--- src/rtl/alu_mc.sv ---
// alu_mc: multi-cycle RV32-style ALU with valid/ready handshakes on both sides.
// Single-cycle ops (0-9) produce a result one cycle after accept; multiply and
// divide iterate one bit per cycle through a shared 2*WIDTH accumulator.
// Optional build macro ALU_MC_SIGNED_MULDIV_EN enables OP 14 (DIV) and OP 15
// (REM), signed, via magnitude division plus sign correction.
module alu_mc #(
  parameter int WIDTH = 32
) (
  input  logic             CLK,
  input  logic             RST,
  input  logic             IN_VALID,
  output logic             IN_READY,
  input  logic [WIDTH-1:0] A,
  input  logic [WIDTH-1:0] B,
  input  logic [3:0]       OP,
  output logic             OUT_VALID,
  input  logic             OUT_READY,
  output logic [WIDTH-1:0] R,
  output logic             BUSY
);

  localparam int SHW = $clog2(WIDTH);

  typedef enum logic [1:0] {
    S_IDLE = 2'd0,
    S_BUSY = 2'd1,
    S_DONE = 2'd2
  } state_t;

  state_t             state_q, state_d;
  logic [WIDTH-1:0]   r_q, r_d;
  logic [2*WIDTH-1:0] acc_q, acc_d;   // mul: {high, multiplier}; div: {remainder, dividend/quotient}
  logic [WIDTH-1:0]   opd_q, opd_d;   // multiplicand or divisor
  logic [SHW-1:0]     cnt_q, cnt_d;
  logic [3:0]         op_q, op_d;
`ifdef ALU_MC_SIGNED_MULDIV_EN
  logic               negq_q, negq_d;
  logic               negr_q, negr_d;
`endif
  logic               accept;

  // Single-cycle operations; undefined codes return zero.
  function automatic logic [WIDTH-1:0] alu_single(input logic [3:0] op,
                                                  input logic [WIDTH-1:0] a,
                                                  input logic [WIDTH-1:0] b);
    logic signed [WIDTH-1:0] sa;
    logic signed [WIDTH-1:0] sb;
    logic [SHW-1:0]          sh;
    sa = a;
    sb = b;
    sh = b[SHW-1:0];
    case (op)
      4'd0:    return a + b;
      4'd1:    return a - b;
      4'd2:    return a & b;
      4'd3:    return a | b;
      4'd4:    return a ^ b;
      4'd5:    return a << sh;
      4'd6:    return a >> sh;
      4'd7:    return sa >>> sh;
      4'd8:    return {{(WIDTH-1){1'b0}}, (sa < sb)};
      4'd9:    return {{(WIDTH-1){1'b0}}, (a < b)};
      default: return '0;
    endcase
  endfunction

  function automatic logic is_iter(input logic [3:0] op);
`ifdef ALU_MC_SIGNED_MULDIV_EN
    return op >= 4'd10;
`else
    return (op >= 4'd10) && (op <= 4'd13);
`endif
  endfunction

  function automatic logic is_mul(input logic [3:0] op);
    return (op == 4'd10) || (op == 4'd11);
  endfunction

  // One shift-add step: conditionally add multiplicand to the high half, shift right.
  function automatic logic [2*WIDTH-1:0] mul_step(input logic [2*WIDTH-1:0] acc,
                                                  input logic [WIDTH-1:0] mcand);
    logic [WIDTH:0] sum;
    sum = {1'b0, acc[2*WIDTH-1:WIDTH]} + (acc[0] ? {1'b0, mcand} : '0);
    return {sum, acc[WIDTH-1:1]};
  endfunction

  // One restoring-divide step; divisor zero naturally yields all-ones quotient
  // and a remainder equal to the dividend.
  function automatic logic [2*WIDTH-1:0] div_step(input logic [2*WIDTH-1:0] acc,
                                                  input logic [WIDTH-1:0] dvsr);
    logic [WIDTH:0] shifted;
    logic [WIDTH:0] diff;
    shifted = acc[2*WIDTH-1:WIDTH-1];
    diff    = shifted - {1'b0, dvsr};
    if (!diff[WIDTH]) return {diff[WIDTH-1:0], acc[WIDTH-2:0], 1'b1};
    else              return {shifted[WIDTH-1:0], acc[WIDTH-2:0], 1'b0};
  endfunction

`ifdef ALU_MC_SIGNED_MULDIV_EN
  function automatic logic [WIDTH-1:0] magnitude(input logic [WIDTH-1:0] v);
    return v[WIDTH-1] ? -v : v;
  endfunction

  function automatic logic [WIDTH-1:0] apply_sign(input logic [WIDTH-1:0] mag,
                                                  input logic neg);
    return neg ? -mag : mag;
  endfunction
`endif

  assign accept    = IN_VALID && IN_READY;
  assign OUT_VALID = (state_q == S_DONE);
  assign BUSY      = (state_q == S_BUSY);
  assign R         = r_q;

  // Ready is combinational so a finished result can retire while the next op enters.
  always_comb begin
    IN_READY = (state_q == S_IDLE) || ((state_q == S_DONE) && OUT_READY);
  end

  // Next-state, operand loading and iterative datapath.
  always_comb begin
    state_d = state_q;
    r_d     = r_q;
    acc_d   = acc_q;
    opd_d   = opd_q;
    cnt_d   = cnt_q;
    op_d    = op_q;
`ifdef ALU_MC_SIGNED_MULDIV_EN
    negq_d  = negq_q;
    negr_d  = negr_q;
`endif
    case (state_q)
      S_BUSY: begin
        acc_d = is_mul(op_q) ? mul_step(acc_q, opd_q) : div_step(acc_q, opd_q);
        cnt_d = cnt_q - SHW'(1);
        if (cnt_q == '0) begin
          state_d = S_DONE;
          case (op_q)
            4'd11, 4'd13: r_d = acc_d[2*WIDTH-1:WIDTH];
`ifdef ALU_MC_SIGNED_MULDIV_EN
            4'd14:        r_d = apply_sign(acc_d[WIDTH-1:0], negq_q);
            4'd15:        r_d = apply_sign(acc_d[2*WIDTH-1:WIDTH], negr_q);
`endif
            default:      r_d = acc_d[WIDTH-1:0];
          endcase
        end
      end
      default: begin
        if (accept) begin
          op_d = OP;
          if (is_iter(OP)) begin
            state_d = S_BUSY;
            cnt_d   = SHW'(WIDTH - 1);
            if (is_mul(OP)) begin
              acc_d = {{WIDTH{1'b0}}, B};
              opd_d = A;
`ifdef ALU_MC_SIGNED_MULDIV_EN
            end else if (OP >= 4'd14) begin
              acc_d  = {{WIDTH{1'b0}}, magnitude(A)};
              opd_d  = magnitude(B);
              negq_d = (A[WIDTH-1] ^ B[WIDTH-1]) && (B != '0);
              negr_d = A[WIDTH-1];
`endif
            end else begin
              acc_d = {{WIDTH{1'b0}}, A};
              opd_d = B;
            end
          end else begin
            state_d = S_DONE;
            r_d     = alu_single(OP, A, B);
          end
        end else if ((state_q == S_DONE) && OUT_READY) begin
          state_d = S_IDLE;
        end
      end
    endcase
  end

  // State and datapath registers; reset aborts any operation in flight.
  always_ff @(posedge CLK or posedge RST) begin
    if (RST) begin
      state_q <= S_IDLE;
      r_q     <= '0;
      acc_q   <= '0;
      opd_q   <= '0;
      cnt_q   <= '0;
      op_q    <= '0;
`ifdef ALU_MC_SIGNED_MULDIV_EN
      negq_q  <= 1'b0;
      negr_q  <= 1'b0;
`endif
    end else begin
      state_q <= state_d;
      r_q     <= r_d;
      acc_q   <= acc_d;
      opd_q   <= opd_d;
      cnt_q   <= cnt_d;
      op_q    <= op_d;
`ifdef ALU_MC_SIGNED_MULDIV_EN
      negq_q  <= negq_d;
      negr_q  <= negr_d;
`endif
    end
  end

endmodule

--- config.mk ---
export PLATFORM = sky130hd
export DESIGN_NAME = alu_mc
export DESIGN_NICKNAME = d
export VERILOG_FILES = /design/src/rtl/alu_mc.sv
export SDC_FILE = /design/constraint.sdc
export NUM_CORES = 1
export LEC_CHECK = 0
export ABC_CLOCK_PERIOD_IN_PS = 12700
export CORE_ASPECT_RATIO = 1.4
export CORE_MARGIN = 2
export CORE_UTILIZATION = 30
export DETAILED_ROUTE_END_ITERATION = 8
export MAX_ROUTING_LAYER = met4
export SYNTH_ARGS = -nofsm -noshare
export SYNTH_HDL_FRONTEND = slang
export SYNTH_SLANG_ARGS = --single-unit
--- constraint.sdc ---
create_clock -name CLK -period 12.7 [get_ports CLK]
set_clock_uncertainty 0.15 [all_clocks]
set_input_delay 3.175 -clock CLK [delete_from_list [all_inputs] [get_ports CLK]]
set_output_delay 3.175 -clock CLK [all_outputs]
set_load 0.05 [all_outputs]
==> results of run 1 <==
-- synth_stat cells (20+ instances only) --
master | n | share of area (%)
mux2i_1 | 82 | 4.0
o21ai_0 | 182 | 4.5
o211ai_1 | 54 | 2.0
a31oi_1 | 36 | 1.1
nor3_1 | 41 | 1.0
mux2_2 | 24 | 1.3
nand3_1 | 60 | 1.5
a21oi_1 | 317 | 7.8
o31ai_1 | 26 | 0.96
clkbuf_1 | 122 | 2.3
and2_1 | 42 | 1.3
a221oi_1 | 20 | 0.86
mux4_2 | 42 | 4.7
xor2_1 | 23 | 0.99
dfrtp_1 | 139 | 17
xnor2_1 | 47 | 2.0
buf_1 | 24 | 0.44
ha_1 | 166 | 10
a211oi_1 | 51 | 1.9
o21ai_1 | 42 | 1.0
nand2_1 | 307 | 5.7
nor2_1 | 306 | 5.7
o22ai_1 | 28 | 0.86
inv_1 | 155 | 2.9
a21o_1 | 32 | 1.2
o221ai_1 | 46 | 2.0
-- per-stage QoR --
| stage | cells | power, mW |
|---|---|---|
| after floorplan | 2769 | 3.07 |
| after global placement | 3574 | 3.95 |
| after detailed placement | 3574 | 3.96 |
| after CTS | 3606 | 4.52 |
| after global routing | 3606 | 4.87 |
| final | 3607 | 4.55 |
-- layer usage --
metal	vias up	wire, um
met4	0	5910
met3	239	4680
li1	10044	-
met5	-	0
met2	947	42700
met1	10362	33200
-- cell families after synthesis --
kind of cell / count (synthesis)
adders and majority gates: 170
buffers and inverters: 360
and+or+nand+nor: 894
muxes: 149
AOI/OAI and AO/OA: 985
xor gates and xnor gates: 72
DFF: 139
-- sequential cells by signal, indices dropped and copies added (netlist names) --
name     flops
R           32
state_q      2
acc_q       64
opd_q       32
cnt_q        5
op_q         4
-- layout make-up --
class	instances	share of cell area, %
sequential	139	15.5
antenna	1	0.0112
clock inverter	14	0.861
inverter	159	2.69
multi-input combinational	2270	68.0
tap	855	4.78
clock buffer	18	1.96
timing repair buffer	151	6.13
-- power by group --
part / internal (mW) / total [mW] / leakage (nW) / switching (mW)
logic: 1.14 / 3.14 / 7.51 / 2.00
clock network: 0.335 / 0.547 / 0.303 / 0.212
registers: 0.640 / 0.860 / 1.75 / 0.220
total: 2.12 / 4.55 / 9.56 / 2.44
-- final timing paths --
kind / start / endpoint / slack (ps) / cells after the start
max in group asynchronous: RST / R[3]$_DFFE_PP0P_ / 8010 / 3
min in group asynchronous: RST / cnt_q[3]$_DFFE_PP0P_ / 3110 / 2
max reg2reg: acc_q[31]$_DFFE_PP0P_ / R[6]$_DFFE_PP0P_ / 8300 / 14
min reg2reg: cnt_q[4]$_DFFE_PP0P_ / cnt_q[4]$_DFFE_PP0P_ / 330 / 1
max: OUT_READY / IN_READY / 4540 / 4
min: cnt_q[4]$_DFFE_PP0P_ / cnt_q[4]$_DFFE_PP0P_ / 330 / 1
==> results_dict.tcl, run 1 <==
set metrics [dict create \
    cp_top_family "buffers and inverters" \
    drc 0 \
    p_leak_nw 9.56 \
    async_flop_share_pct 100 \
    clk_latency_ps 440 \
    grt.total_usage_pct 24.9 \
    rows 112 \
    busiest_layer "met2" \
    post_cts_buffers 0 \
    ctsHtreeMaxLevel 4 \
    finalSetupViolCount 0 \
    max_slew.worst_pin.slew_ps 1150 \
    hold_class "flop to flop" \
    cp.required_ps 9380 \
    antenna_found_initial 1 \
    drt_wl_total_um 86600 \
    use_met3_pct 1.94 \
    fin_nets 2980 \
    register_area_sq_um 3480 \
    core_area_sq_um 66700 \
    gr-total-overflow 0 \
    clk_pin_slew_worst_paths_ps 60 \
    dpl-instance-area_sq_um 21700 \
    routed_via_density 5.99 \
    critPathBufInv 3 \
    layout_setup_ws_ps 4540 \
    synth-edff-count 0 \
    crit_slowest_cell "clkdlybuf4s50_1" \
    grt_util_met1_pct 28.0 \
    cts_tree "done" \
    cts_resized 0 \
    status "completed" \
    io_pins 107 \
    synthAdderAreaFrac_pct 10.6 \
    cts-hold-fix-buffers 0 \
    path_class "primary input to output pin" \
    path_cells "clkdlybuf4s50_1 -> inv_1 -> a21oi_1 -> clkdlybuf4s50_1" \
    synthesis.nets 3011 \
    slowest_delay_ps 870 \
    drv_cap 0 \
    die_x_um 224 \
    rsz0062_at_grt "false" \
    synthCells 2769 \
    yosys.area_share.simple_pct 19.7 \
    initial_core_util_pct 30.4 \
    grt_pass1_wl_um 129000 \
    final_area_sq_um 22400 \
    synth-compound-area-share_pct 31.2 \
    grtUsageMet2_pct 43.1 \
    worst_hold_slack_ps 329 \
    layout_worst_path_cycle_share_pct 64.2 \
    port_buffers 106 \
    drt_iter0_drc 2017 \
    slew_headroom_pct 22.4 \
    area_delta_synth_final_pct 10.4 \
    critPathMaxFanout 5 \
    final_common_cell "a21oi_1" \
    worstPathArrival_ps 4830 \
    synth_area_sq_um 20300 \
    nFillCells 7216 \
    slew_viol_final 0 \
    ys.flop_type "dfrtp_1" \
    cts_buffers 17 \
    yosysSeqAreaShare_pct 17.2 \
    timing.fmax_mhz 123 \
    dr.pass1.iters 6 \
    cts_buffer_depth 2 \
    hold_violations 0 \
    detailed_place_hpwl_um 67800 \
    yosysWarnings 0 \
    cellPowerDensity_nw_per_um2 203 \
    place_ws_ps 4530 \
    final_cell_mix "a21oi_1 (316), nand2_1 (306), nor2_1 (305), o21ai_0 (182), ha_1 (166)" \
    cts.root.buffer_cell "clkbuf_16" \
    synth_xor_xnor_area_share_pct 3.24 \
    drive_above_1_share_pct 7.34 \
    die_h_um 312 \
    cp_common_cell "clkdlybuf4s50_1" \
    ys_ff_latch 139 \
    fp.dieArea_sq_um 69700 \
    synth_top_family_by_area "compound AO/OA/AOI/OAI gates" \
    gp_routability_congestion 1.05 \
    grt_max_degree 95 \
    tns_ps 0 \
    multi_input_area_sq_um 15200 \
    peakVddDrop_v 0.000121 \
    yosys-mux-area-fraction_pct 10.1 \
    ys_types 108 \
    start_kind "primary input" \
    ant_nets 0 \
    synth.avg_cell_area_sq_um 7.32 \
    cts.sinks 139 \
    cp-end-kind "output pin" \
    wl_per_cell_um 24.0 \
    route.vias.total 21592 \
    period_needed_ps 8160 \
    grt_pass1_vias 20836 \
    fin_util_pct 33.5 \
]
Note: power is estimated with default switching activity, not from simulation.
==> run 2: changes to the inputs <==
- ABC_CLOCK_PERIOD_IN_PS: 12700 -> 8250
- clock period: 12.7 -> 8.25 ns (I/O delays scaled with it)
==> results_dict.tcl, run 2 (same netlist as run 1, synthesis figures left out) <==
set metrics [dict create \
    critPathCapture "R[30]$_DFFE_PP0P_" \
    power_frac_seq_pct 19.2 \
    slew_headroom_pct 22.2 \
    switching_share_pct 54.6 \
    clk_latency_ps 460 \
    rsz0062_at_grt "false" \
    post_cts_buffers 0 \
    fin_cells 3615 \
    register_area_sq_um 3480 \
    grt_pass1_wl_um 133000 \
    worstPathArrival_ps 6360 \
    wl_met2_um 43500 \
    cts.sinks 139 \
    cts_resized 0 \
    gr-total-overflow 0 \
    path_class "primary input to flop" \
    r2r-start "acc_q[31]$_DFFE_PP0P_" \
    ctsHtreeMaxLevel 4 \
    routed_via_density 5.98 \
    dpl-instance-area_sq_um 21800 \
    final_common_cell "a21oi_1" \
    port_buffers 106 \
    dp_cells 3583 \
    cp-end-kind "flop" \
    drt_wl_total_um 89000 \
    diodes 0 \
    highest_layer "met4" \
    cts_tree "done" \
    core_area_sq_um 66700 \
    place_ws_ps 1720 \
    timing.fmax_mhz 162 \
    ant_nets 0 \
    crit_slowest_cell "nor4_1" \
    drt_iter0_drc 1893 \
    combPwrFrac_pct 69.7 \
    io_pins 107 \
    slew_viol_final 0 \
    layout_worst_path_cycle_share_pct 74.9 \
    p_int_mw 3.16 \
    regMostFlops "acc_q" \
    cp_top_family "simple AND/OR/NAND/NOR gates" \
    antenna_found_initial 0 \
    layout_setup_ws_ps 2070 \
    period_needed_ps 6180 \
    hold_violations 0 \
    clk_pin_slew_worst_paths_ps 70 \
    fp.dieArea_sq_um 69700 \
    final_cell_mix "a21oi_1 (316), nand2_1 (306), nor2_1 (304), o21ai_0 (182), ha_1 (166)" \
    status "completed" \
    dr.pass1.iters 6 \
    initial_core_util_pct 30.4 \
    power_frac_clock_pct 11.1 \
    power.total_mw 6.96 \
    r2r_end "R[6]$_DFFE_PP0P_" \
    cp.required_ps 8430 \
    drc 0 \
    drive_above_1_share_pct 7.68 \
    largest_register_ffs 64 \
    dr_wl_met3_um 4450 \
    peakVddDrop_v 0.000173 \
    r2r_slack_ps 3410 \
    route.vias.total 21624 \
    grt_pass1_vias 21026 \
    gp_routability_congestion 1.03 \
    nFillCells 7304 \
    wl_per_cell_um 24.6 \
    finalSetupViolCount 0 \
    grt_max_degree 83 \
    worst_hold_slack_ps 337 \
    drv_cap 0 \
    die_x_um 224 \
    die_h_um 312 \
    fin_util_pct 33.5 \
    cts-hold-fix-buffers 0 \
    tns_ps 0 \
    multi_input_area_sq_um 15200 \
    switchingPower_mw 3.80 \
    path_cells "clkdlybuf4s50_1 -> inv_1 -> ha_1 -> and3_2 -> nand3_1 -> o211ai_1 -> nor4_1 -> nor4_1 -> a31oi_1 -> a221o_1 -> a31oi_1 -> o21ai_1" \
    slowest_delay_ps 990 \
    start_kind "primary input" \
    r2r_cells 14 \
    met1Wirelength_um 34800 \
    max_slew.worst_pin.slew_ps 1160 \
    cts.root.buffer_cell "clkbuf_16" \
    critical_path.startpoint "A[9]" \
    cts_buffers 17 \
    final_area_sq_um 22400 \
    area_delta_synth_final_pct 10.4 \
    critPathBufInv 2 \
    grt.total_usage_pct 25.6 \
    cellPowerDensity_nw_per_um2 311 \
    fin_nets 2989 \
    cts_buffer_depth 2 \
    p_leak_nw 9.57 \
    hold_class "flop to flop" \
    cp.depth 12 \
    detailed_place_hpwl_um 70400 \
    critPathMaxFanout 12 \
    rows 112 \
]
run 2: layer usage:
layer	up-vias	global-route usage, %
li1	10067	-
met5	-	-
met4	0	15.7
met1	10375	29.4
met2	914	43.4
met3	268	1.95
run 2: worst min path at each step:
| stage | end | cells after the start | from |
|---|---|---|---|
| floorplan | cnt_q[4]$_DFFE_PP0P_ | 1 | cnt_q[4]$_DFFE_PP0P_ |
| global placement | cnt_q[4]$_DFFE_PP0P_ | 1 | cnt_q[4]$_DFFE_PP0P_ |
| detailed placement | cnt_q[4]$_DFFE_PP0P_ | 1 | cnt_q[4]$_DFFE_PP0P_ |
| CTS | cnt_q[4]$_DFFE_PP0P_ | 1 | cnt_q[4]$_DFFE_PP0P_ |
| global route | opd_q[2]$_DFFE_PP0P_ | 2 | opd_q[2]$_DFFE_PP0P_ |
| finish | cnt_q[4]$_DFFE_PP0P_ | 1 | cnt_q[4]$_DFFE_PP0P_ |
run 2: area by class of cell:
cell class                 count  share of cell area (%)
inverter                     159                    2.69
multi-input combinational   2270                    68.0
clock inverter                13                   0.520
sequential                   139                    15.6
timing repair buffer         160                    6.43
clock buffer                  19                    1.98
tap                          855                    4.78
run 2: power by group through the flow:
stage,Combinational [mW],Sequential (mW),Clock [mW]
after floorplan,3.31,1.41,0
after global placement,4.77,1.35,0
after detailed placement,4.78,1.35,0
after CTS,4.81,1.34,0.775
after global routing,5.29,1.37,0.798
final,4.85,1.34,0.769
==> run 3: changes to the inputs <==
- ABC_CLOCK_PERIOD_IN_PS: 8250 -> 6100
- clock period: 8.25 -> 6.1 ns (I/O delays scaled with it)
==> results_dict.tcl, run 3 (same netlist as run 1, synthesis figures left out) <==
set metrics [dict create \
    dr.pass1.iters 6 \
    peakVddDrop_v 0.000249 \
    critPathMaxFanout 11 \
    hold_violations 0 \
    dr_wl_met3_um 5100 \
    area_delta_synth_final_pct 13.4 \
    met1Wirelength_um 35800 \
    final_common_cell "a21oi_1" \
    largest_register_ffs 64 \
    rsz0062_at_grt "false" \
    cts_resized 0 \
    combPwrFrac_pct 69.1 \
    die_x_um 224 \
    slew_viol_final 0 \
    period_needed_ps 5270 \
    fin_cells 3674 \
    slowest_delay_ps 770 \
    port_buffers 106 \
    max_slew.worst_pin.slew_ps 1160 \
    power_frac_clock_pct 12.2 \
    cts.sinks 139 \
    gp_routability_congestion 1.05 \
    detailed_place_hpwl_um 73100 \
    cts_buffers 17 \
    worstPathArrival_ps 5430 \
    drv_cap 0 \
    wl_per_cell_um 25.1 \
    cts_buffer_depth 2 \
    regMostFlops "acc_q" \
    final_cell_mix "a21oi_1 (316), nand2_1 (306), nor2_1 (305), o21ai_0 (182), ha_1 (166)" \
    tns_ps 0 \
    dp_cells 3641 \
    p_int_mw 4.46 \
    cts_tree "done" \
    wl_met2_um 44500 \
    cts.root.buffer_cell "clkbuf_16" \
    switching_share_pct 53.7 \
    cp-end-kind "flop" \
    p_leak_nw 9.93 \
    antenna_found_initial 1 \
    finalSetupViolCount 0 \
    hold_class "flop to flop" \
    post_cts_buffers 0 \
    cts-hold-fix-buffers 0 \
    rows 112 \
    path_cells "clkdlybuf4s50_1 -> inv_1 -> ha_1 -> o21ai_0 -> o211ai_1 -> a31oi_1 -> o211ai_1 -> a41oi_1 -> a21oi_1 -> mux2i_1 -> nand4_1 -> a21oi_1 -> o211ai_1" \
    drt_wl_total_um 92300 \
    cp_common_cell "o211ai_1" \
    routed_via_density 6.01 \
    switchingPower_mw 5.18 \
    gr-total-overflow 0 \
    highest_layer "met4" \
    layout_worst_path_cycle_share_pct 86.3 \
    clk_latency_ps 440 \
    critPathBufInv 2 \
    cellPowerDensity_nw_per_um2 419 \
    ant_nets 0 \
    start_kind "primary input" \
    grt_pass1_vias 21180 \
    fin_util_pct 34.4 \
    nFillCells 7242 \
    grt_max_degree 140 \
    grt_pass1_wl_um 136000 \
    drive_above_1_share_pct 9.55 \
    fin_nets 3047 \
    drt_iter0_drc 2348 \
    path_class "primary input to flop" \
    cp.required_ps 6260 \
    dpl-instance-area_sq_um 22300 \
    ctsHtreeMaxLevel 4 \
    io_pins 107 \
    slew_headroom_pct 22.0 \
    power_frac_seq_pct 18.7 \
    drc 0 \
    fp.dieArea_sq_um 69700 \
    clk_pin_slew_worst_paths_ps 70 \
    cp_top_family "compound AO/OA/AOI/OAI gates" \
    core_area_sq_um 66700 \
    crit_slowest_cell "clkdlybuf4s50_1" \
    grt.total_usage_pct 26.5 \
    status "completed" \
    timing.fmax_mhz 190 \
    die_h_um 312 \
    final_area_sq_um 23000 \
    route.vias.total 22068 \
    initial_core_util_pct 30.4 \
]
==> run 3: cell types whose count changed in the layout (fill, tap and decap cells not counted), sizes merged <==
cell | before | now
inv | 162 | 165
clkbuf | 19 | 18
clkinv | 6 | 3
bufinv | 1 | 4
diode | 0 | 1
clkinvlp | 3 | 1
buf | 60 | 118
==> run 3: tightest hold or removal path: stages (launching register included) <==
cell and delay, ps:
dfrtp_1 350, nand2_1 50, o21ai_1 60
==> run 3: path summary, 6_finish.rpt <==
path                                        from  slack (ps)  cells after the start                   end
hold reg to reg                 R[4]$_DFFE_PP0P_         340                      2      R[4]$_DFFE_PP0P_
hold / removal                  R[4]$_DFFE_PP0P_         340                      2      R[4]$_DFFE_PP0P_
setup reg to reg           acc_q[31]$_DFFE_PP0P_        1650                     14      R[0]$_DFFE_PP0P_
setup / recovery                            A[3]         830                     13     R[31]$_DFFE_PP0P_
max in group asynchronous                    RST        3610                      3  opd_q[8]$_DFFE_PP0P_
min in group asynchronous                    RST        1450                      3  cnt_q[4]$_DFFE_PP0P_
==> run 3: layer usage <==
metal / vias to the layer above / global-route usage, %
li1: 10187 / -
met1: 10654 / 30.7
met2: 971 / 43.9
met3: 256 / 2.28
met4: 0 / 17.5
met5: - / -
==> run 3: final cells by class <==
class | count | area (sq um) | share of cell area [%]
clock inverters | 14 | 206 | 0.899
multi-input cells | 2270 | 15200 | 66.2
repair buffers | 218 | 1960 | 8.54
inverters | 159 | 602 | 2.62
clock buffers | 18 | 439 | 1.91
well taps | 855 | 1070 | 4.66
flip-flops and latches | 139 | 3480 | 15.1
diodes | 1 | 2.50 | 0.0109
==> run 3: power by group through the flow <==
| stage | sequential, mW | combinational [mW] | clock [mW] |
|---|---|---|---|
| 2_1_floorplan | 1.91 | 4.48 | 0 |
| 3_3_place_gp | 1.82 | 6.54 | 0 |
| 3_5_place_dp | 1.82 | 6.55 | 0 |
| 4_1_cts | 1.80 | 6.59 | 1.18 |
| 5_1_grt | 1.86 | 7.25 | 1.21 |
| 6_report | 1.80 | 6.66 | 1.17 |
==> run 3: per-stage QoR <==
| stage | total power [mW] | hold slack, ps | setup WS (ps) |
|---|---|---|---|
| detailed placement | 8.37 | 333 | 430 |
| floorplan | 6.39 | 296 | 700 |
| CTS | 9.58 | 347 | 882 |
| global route | 10.3 | 383 | 681 |
| global placement | 8.36 | 322 | 490 |
| finish | 9.63 | 345 | 833 |
